[config.mk]
export PLATFORM = sky130hd
export DESIGN_NAME = bht_2bit_predictor
export DESIGN_NICKNAME = d
export VERILOG_FILES = /design/src/rtl/bht_2bit_predictor_pkg.sv /design/src/rtl/bht_2bit_predictor_sat_counter2.sv /design/src/rtl/bht_2bit_predictor.sv
export SDC_FILE = /design/constraint.sdc
export NUM_CORES = 1
export LEC_CHECK = 0
export CAP_MARGIN = 20
export CORE_MARGIN = 3
export CORE_UTILIZATION = 45
export DETAILED_ROUTE_END_ITERATION = 10
export PLACE_DENSITY = 0.67
export SLEW_MARGIN = 20
export SYNTH_ARGS = -nofsm -noshare
export SYNTH_HDL_FRONTEND = slang
export SYNTH_HIERARCHICAL = 1
export SYNTH_SLANG_ARGS = --single-unit
[constraint.sdc]
create_clock -name clk_i -period 10 [get_ports clk_i]
set_input_delay 2.5 -clock clk_i [delete_from_list [all_inputs] [get_ports clk_i]]
set_output_delay 2.5 -clock clk_i [all_outputs]
set_load 0.005 [all_outputs]
[src/rtl/bht_2bit_predictor_pkg.sv]
`default_nettype none
// ============================================================================
// Module      : bht_2bit_predictor_pkg
// Description : Shared types and counter encodings for the 2-bit BHT.
// Revision    : 1.0 - initial release
// ============================================================================
package bht_2bit_predictor_pkg;

    localparam int VLEN = 32;

    localparam logic [1:0] c_CNT_STRONG_NT = 2'b00;
    localparam logic [1:0] c_CNT_WEAK_NT   = 2'b01;
    localparam logic [1:0] c_CNT_WEAK_T    = 2'b10;
    localparam logic [1:0] c_CNT_STRONG_T  = 2'b11;

    typedef struct packed {
        logic            valid;
        logic [VLEN-1:0] pc;
        logic            taken;
    } bht_update_t;

    typedef struct packed {
        logic valid;
        logic taken;
    } bht_prediction_t;

endpackage

`default_nettype wire

[src/rtl/bht_2bit_predictor_sat_counter2.sv]
`default_nettype none
// ============================================================================
// Module      : sat_counter2
// Description : Combinational next-state for a 2-bit saturating counter.
// Revision    : 1.0 - initial release
// ============================================================================
module sat_counter2
    import bht_2bit_predictor_pkg::*;
(
    input  logic [1:0] cnt_i,
    input  logic       taken_i,
    output logic [1:0] cnt_o
);

    always_comb begin
        cnt_o = cnt_i;
        if (taken_i) begin
            if (cnt_i != c_CNT_STRONG_T) begin
                cnt_o = cnt_i + 2'd1;
            end
        end else begin
            if (cnt_i != c_CNT_STRONG_NT) begin
                cnt_o = cnt_i - 2'd1;
            end
        end
    end

endmodule

`default_nettype wire

[src/rtl/bht_2bit_predictor.sv]
`default_nettype none
// ============================================================================
// Module      : bht_2bit_predictor
// Description : Flop-based branch history table of 2-bit counters, per-slot read.
// Revision    : 1.0 - initial release
// ============================================================================
module bht_2bit_predictor
    import bht_2bit_predictor_pkg::*;
#(
    parameter int NR_ENTRIES      = 128,
    parameter int INSTR_PER_FETCH = 2
) (
    input  logic                       clk_i,
    input  logic                       rst_ni,
    input  logic                       flush_i,
    input  logic                       debug_mode_i,
    input  logic [VLEN-1:0]            vpc_i,
    input  logic                       bht_update_valid_i,
    input  logic [VLEN-1:0]            bht_update_pc_i,
    input  logic                       bht_update_taken_i,
    output logic [INSTR_PER_FETCH-1:0] bht_valid_o,
    output logic [INSTR_PER_FETCH-1:0] bht_taken_o
);

    localparam int ROWS      = NR_ENTRIES / INSTR_PER_FETCH;
    localparam int ROW_BITS  = $clog2(ROWS);
    localparam int SLOT_BITS = $clog2(INSTR_PER_FETCH);
    localparam int OFFSET    = 1;

    logic [ROWS-1:0][INSTR_PER_FETCH-1:0]      valid_q;
    logic [ROWS-1:0][INSTR_PER_FETCH-1:0][1:0] cnt_q;

    bht_update_t                            w_upd;
    bht_prediction_t [INSTR_PER_FETCH-1:0]  w_pred;
    logic [ROW_BITS-1:0]                    w_rd_row;
    logic [ROW_BITS-1:0]                    w_wr_row;
    logic [SLOT_BITS-1:0]                   w_wr_slot;
    logic                                   w_wr_en;
    logic                                   w_wr_valid;
    logic [1:0]                             w_wr_cnt;
    logic [1:0]                             w_sat_cnt;
    logic [1:0]                             cnt_d;

    assign w_upd = '{valid: bht_update_valid_i, pc: bht_update_pc_i, taken: bht_update_taken_i};

    // Bits above the index are deliberately dropped: distant PCs alias onto the same row.
    assign w_rd_row  = vpc_i[ROW_BITS+SLOT_BITS+OFFSET-1 : SLOT_BITS+OFFSET];
    assign w_wr_row  = w_upd.pc[ROW_BITS+SLOT_BITS+OFFSET-1 : SLOT_BITS+OFFSET];
    assign w_wr_slot = w_upd.pc[SLOT_BITS+OFFSET-1 : OFFSET];

    assign w_wr_en    = w_upd.valid && !debug_mode_i;
    assign w_wr_valid = valid_q[w_wr_row][w_wr_slot];
    assign w_wr_cnt   = cnt_q[w_wr_row][w_wr_slot];

    sat_counter2 u_sat_counter2 (
        .cnt_i   (w_wr_cnt),
        .taken_i (w_upd.taken),
        .cnt_o   (w_sat_cnt)
    );

    // A freshly allocated entry starts in the weak state of the observed direction.
    always_comb begin
        cnt_d = w_sat_cnt;
        if (!w_wr_valid) begin
            cnt_d = w_upd.taken ? c_CNT_WEAK_T : c_CNT_WEAK_NT;
        end
    end

    always_ff @(posedge clk_i) begin
        if (!rst_ni) begin
            valid_q <= '0;
            cnt_q   <= '0;
        end else if (flush_i) begin
            valid_q <= '0;
        end else if (w_wr_en) begin
            valid_q[w_wr_row][w_wr_slot] <= 1'b1;
            cnt_q[w_wr_row][w_wr_slot]   <= cnt_d;
        end
    end

    generate
        for (genvar gi = 0; gi < INSTR_PER_FETCH; gi++) begin : g_slot
            assign w_pred[gi].valid = valid_q[w_rd_row][gi];
            assign w_pred[gi].taken = cnt_q[w_rd_row][gi][1];
            assign bht_valid_o[gi]  = w_pred[gi].valid;
            assign bht_taken_o[gi]  = w_pred[gi].taken;
        end
    endgenerate

endmodule

`default_nettype wire

### Word level (Yosys, flattened, before mapping)

Cells that the tools add are included.

| operators by class | value |
|---|---|
| eq/ne operators | 1 |
| bitwise logic cells | 3 |
| reductions and logical operators | 7 |
| mux-type cells | 26 |
| magnitude comparators | 5 |
| add/sub/neg operators | 2 |

Operators by type and width:

| kind | count |
|---|---|
| bitwise mux 256 bit | 1 |
| bitwise OR 128 bit | 1 |
| binary-select mux 4 bit (select 6 bit) | 2 |
| binary-select mux 2 bit (select 6 bit) | 2 |
| demux 4 bit (select 6 bit) | 1 |
| 2-to-1 mux 2 bit | 11 |
| less-than comparator 6 x 7 -> 1 bit, second input constant | 2 |
| demux 2 bit (select 6 bit) | 1 |
| 2-to-1 mux 4 bit | 3 |
| >= comparator 6 x 1 -> 1 bit, second input constant | 1 |
| logical AND 1 bit | 3 |
| 2-to-1 mux 1 bit | 3 |
| adder 2 x 1 -> 2 bit, second input constant | 1 |
| demux 2 bit (select 1 bit) | 1 |
| less-than comparator 1 x 2 -> 1 bit, second input constant | 1 |
| inequality test 2 bit, second input constant | 1 |
| inverter 1 bit | 2 |
| AND reduction 2 bit | 1 |
| nonzero test 2 bit | 1 |
| OR reduction 2 bit | 1 |
| subtractor 2 x 1 -> 2 bit, second input constant | 1 |
| demux 1 bit (select 1 bit) | 1 |
| >= comparator 1 bit, second input constant | 1 |
| zero test 1 bit | 1 |

| storage, ports and cells | value |
|---|---|
| register bits | 384 |

### Logic depth before layout (Yosys ltp)

| depth | value |
|---|---|
| depth after elaboration | 9 |
| depth in mapped cells | 18 |
| depth with buffers taken out | 11 |

### Cells and area by module

The synthesis kept the hierarchy.

Modules (own cells, without submodules):

| module | cells an instance | area an instance (µm²) | instances |
|---|---|---|---|
| bht_2bit_predictor | 1,934 | 17,893.4 | 1 |
| sat_counter2 | 3 | 26.3 | 1 |

### Worst setup path after synthesis

No wires, ideal clock.

| timing path | value |
|---|---|
| kind | input -> output |
| start | in vpc_i[2] |
| end | out bht_valid_o[0] |
| arrival time | 4,635 ps |
| buffers on the path | 2 |
| setup slack | 2,865 ps |
| stages on the path | 5 |
| cells stage by stage | clkbuf_1 > buf_2 > mux4_2 > mux4_2 > mux4_2 |

| between the ends | value |
|---|---|
| cells in the longest elaborated chain, start to end | 2 |

Ends and longest elaborated chain:

| item | line | source |
|---|---|---|
| from (decl) | bht_2bit_predictor.sv:17 | `input logic [VLEN-1:0] vpc_i,` |
| binary-select mux 2 bit (select 6 bit) | bht_2bit_predictor.sv:83 | `assign w_pred[gi].valid = valid_q[w_rd_row][gi];` |
| 2-to-1 mux 2 bit (implied by the code) | bht_2bit_predictor.sv:83 |  |
| to (decl) | bht_2bit_predictor.sv:21 | `output logic [INSTR_PER_FETCH-1:0] bht_valid_o,` |

Every way passes these cells. The select of a mux whose other input is x is not followed.

### Worst setup path after layout

| timing path | value |
|---|---|
| start | in vpc_i[4] |
| end | out bht_taken_o[0] |

| between the ends | value |
|---|---|
| cells in the longest elaborated chain, start to end | 2 |

Ends and longest elaborated chain:

| item | line | source |
|---|---|---|
| binary-select mux 4 bit (select 6 bit) | bht_2bit_predictor.sv:84 | `assign w_pred[gi].taken = cnt_q[w_rd_row][gi][1];` |
| 2-to-1 mux 4 bit (implied by the code) | bht_2bit_predictor.sv:84 |  |
| to (decl) | bht_2bit_predictor.sv:22 | `output logic [INSTR_PER_FETCH-1:0] bht_taken_o` |

Every way passes these cells. The select of a mux whose other input is x is not followed.

==> impl_metrics.yaml <==
critical_path:
  cp-end-kind: "output pin"
  cp-start-kind: "input pin"
  critPathKind: "in2out"
  crit_required_ns: 7.50
  r2r_slack_ns: 6.23
  ff2ff_path_depth: 10
  r2r-end: "cnt_q[195]$_SDFFE_PN0P_"
  crit_fanout: 9
  reg2reg_from: "cnt_q[134]$_SDFFE_PN0P_"
  arrival_ns: 5.63
  startpoint: "vpc_i[4]"
synthesis:
  synth_top_cell_by_area: "dfxtp_1"
  synth_nets: 2007
  synthFlopType: "dfxtp_1"
  avgSynthCellArea_um2: 9.25
  ys_ff_latch: 384
  synthCells: 1937
  synth.area.top_cells: "dfxtp_1 (43%), mux4_2 (12%), a31oi_1 (9.4%)"
  ys_seq_area_share_pct: 42.9
  synth-edff-count: 0
  ys_types: 56
  ys.warnings.count: 6
  synthesis.area_um2: 17900
  synthArstFlopShare_pct: 0
  yosysTopAreaCellShare_pct: 42.9
run:
  cap_viol_max_count: 0
die:
  die_area_um2: 42300
  die_h_um: 206
  die_w_um: 206
  ios: 74
  fp-row-count: 72
  initial_core_util_pct: 45.9
  fp.coreArea_um2: 39000
cts:
  cts_root_buffer: "clkbuf_16"
  htree_num_levels: 2
  cts-resized-gates: 0
  worstSkewPairLatency_ns: 0.55
  clock_path_buffers: 3
  clk_pin_slew_worst_paths_ns: 0.06
  cts_setup_buffers: 0
  cts_tree: "built"
  postCtsHoldBufs: 0
  clock-sinks: 384
  cts_buffers: 41
min_path:
  hold_depth: 2
  min-delay-start: "valid_q[14]$_SDFFE_PP0P_"
  hold_end: "valid_q[14]$_SDFFE_PP0P_"
  hp-class: "reg2reg"
placement:
  dpl.cell_count: 2327
  place_congestion: 0.861
  hpwlAfterDp_um: 35000
  portBuffers: 22
global_routing:
  grt_max_degree: 135
  grt_pass1_wl_um: 90800
  grt_pass1_vias: 15600
  gr-total-overflow: 0
  grt.total_usage_pct: 27.1
  antenna_found_initial: 1
route:
  drc: 0
  vias: 16500
  wl_um: 59100
  post_drt_wl_per_cell_um: 24.7
  ant_nets: 0
  firstDrtPassIters: 6
  drtIter0Drc: 2431
  vias_per_cell: 6.88
final_layout:
  final_common_cell: "dfxtp_1"
  utilization_pct: 50.1
  layout_common_cells: "dfxtp_1 (384), nor2_1 (278), a31oi_1 (270), o21ai_0 (264), a21oi_1 (144)"
  final_cells: 2399
  fill_cells: 3603
  area_delta_synth_final_pct: 9.11
  drive_gt1_share_pct: 12.1
  diodes: 0
  fin_nets: 1923
sta:
  tightest_slew_ns: 1.11
  setup_viol: 0
  finalCriticalPeriod_ns: 8.13
  skew_ns: 0.0265
  fin_crit_sh_pct: 81.3
  hold_viol_final: 0
  max_freq_mhz: 123
  max-slew-margin-rel_pct: 26.0
  setup_tns_ns: 0
  finalMaxSlewViolations: 0
  rsz0062_at_grt: "no"
power_and_ir_drop:
  power_density_nw_per_um2: 165
  power.leakage_nw: 6.31
  vdd_drop_max_mv: 0.101
status:
  status: "complete, no violations"
-- cell families (layout without fill, tap and decap cells) --
| family | Yosys count | in the layout | synth area share [%] |
|---|---|---|---|
| AOI/OAI and AO/OA | 850 | 850 | 28.6 |
| adders and majority gates | 2 | 2 | 0.126 |
| buffers and inverters | 198 | 142 | 5.40 |
| DFF | 384 | 384 | 42.9 |
| muxes | 121 | 121 | 13.5 |
| and+or+nand+nor | 382 | 382 | 9.45 |
-- cells in the mapped netlist, drive strengths merged, types with 16 or more instances --
cell type  instances
mux2i             16
clkbuf            77
a21oi            144
a22o              21
buf              112
nor2             278
a31oi            270
mux4              96
dfxtp            384
a221oi            34
o21ai            265
a22oi             90
nand2             28
-- per-stage QoR --
step                setup slack [ns]  total power, W  hold WS (ns)  instance area (um2)
floorplan                       2.87         0.00172         0.446                17900
global placement                1.91         0.00179         0.466                18300
detailed placement              1.89         0.00179         0.475                18300
CTS                             1.89         0.00324         0.490                19500
global route                    1.80         0.00331         0.522                19600
finish                          1.87         0.00323         0.490                19600
-- where the power goes --
group	switching, W	total (W)	leakage (nW)	internal (W)
Clock	0.000611	0.00146	0.626	0.000851
Combinational	0.000181	0.000235	2.60	0.0000542
Sequential	0.00000118	0.00153	3.09	0.00153
-- how the worst max path moves through the flow --
| stage | cells past startpoint | endpoint | slack, ns |
|---|---|---|---|
| 2_1_floorplan | 5 | bht_valid_o[0] | 2.87 |
| 3_3_place_gp | 5 | bht_taken_o[0] | 1.91 |
| 3_5_place_dp | 5 | bht_taken_o[0] | 1.89 |
| 4_1_cts | 5 | bht_taken_o[0] | 1.89 |
| 5_1_grt | 5 | bht_taken_o[0] | 1.80 |
| 6_report | 5 | bht_taken_o[0] | 1.87 |
-- flip-flops by register name, indices dropped and copies added (netlist names) --
register,flops
cnt_q,256
valid_q,128
-- metal layers --
layer	vias to the layer above	wire length (um)	track usage [%]
met2	1084	26900	42.6
met1	7940	23500	37.2
li1	7307	-	-
met3	172	6680	5.71
met5	-	12	0
met4	2	2090	9.57
-- layout make-up --
| class | instances | area (um2) | share of cell area, % |
|---|---|---|---|
| sequential | 384 | 7690 | 39.3 |
| clock inverter | 8 | 68.8 | 0.352 |
| multi-input combinational | 1355 | 9330 | 47.7 |
| inverter | 9 | 33.8 | 0.173 |
| tap | 518 | 648 | 3.31 |
| clock buffer | 63 | 1200 | 6.14 |
| timing repair buffer | 62 | 584 | 2.99 |
-- worst max-delay path, stage by stage --
cell,delay (ns)
clkdlybuf4s50_1,1.07
buf_4,0.42
mux4_2,0.60
mux4_2,0.54
clkdlybuf4s50_1,0.48
Power figures use the tool's default switching activity.
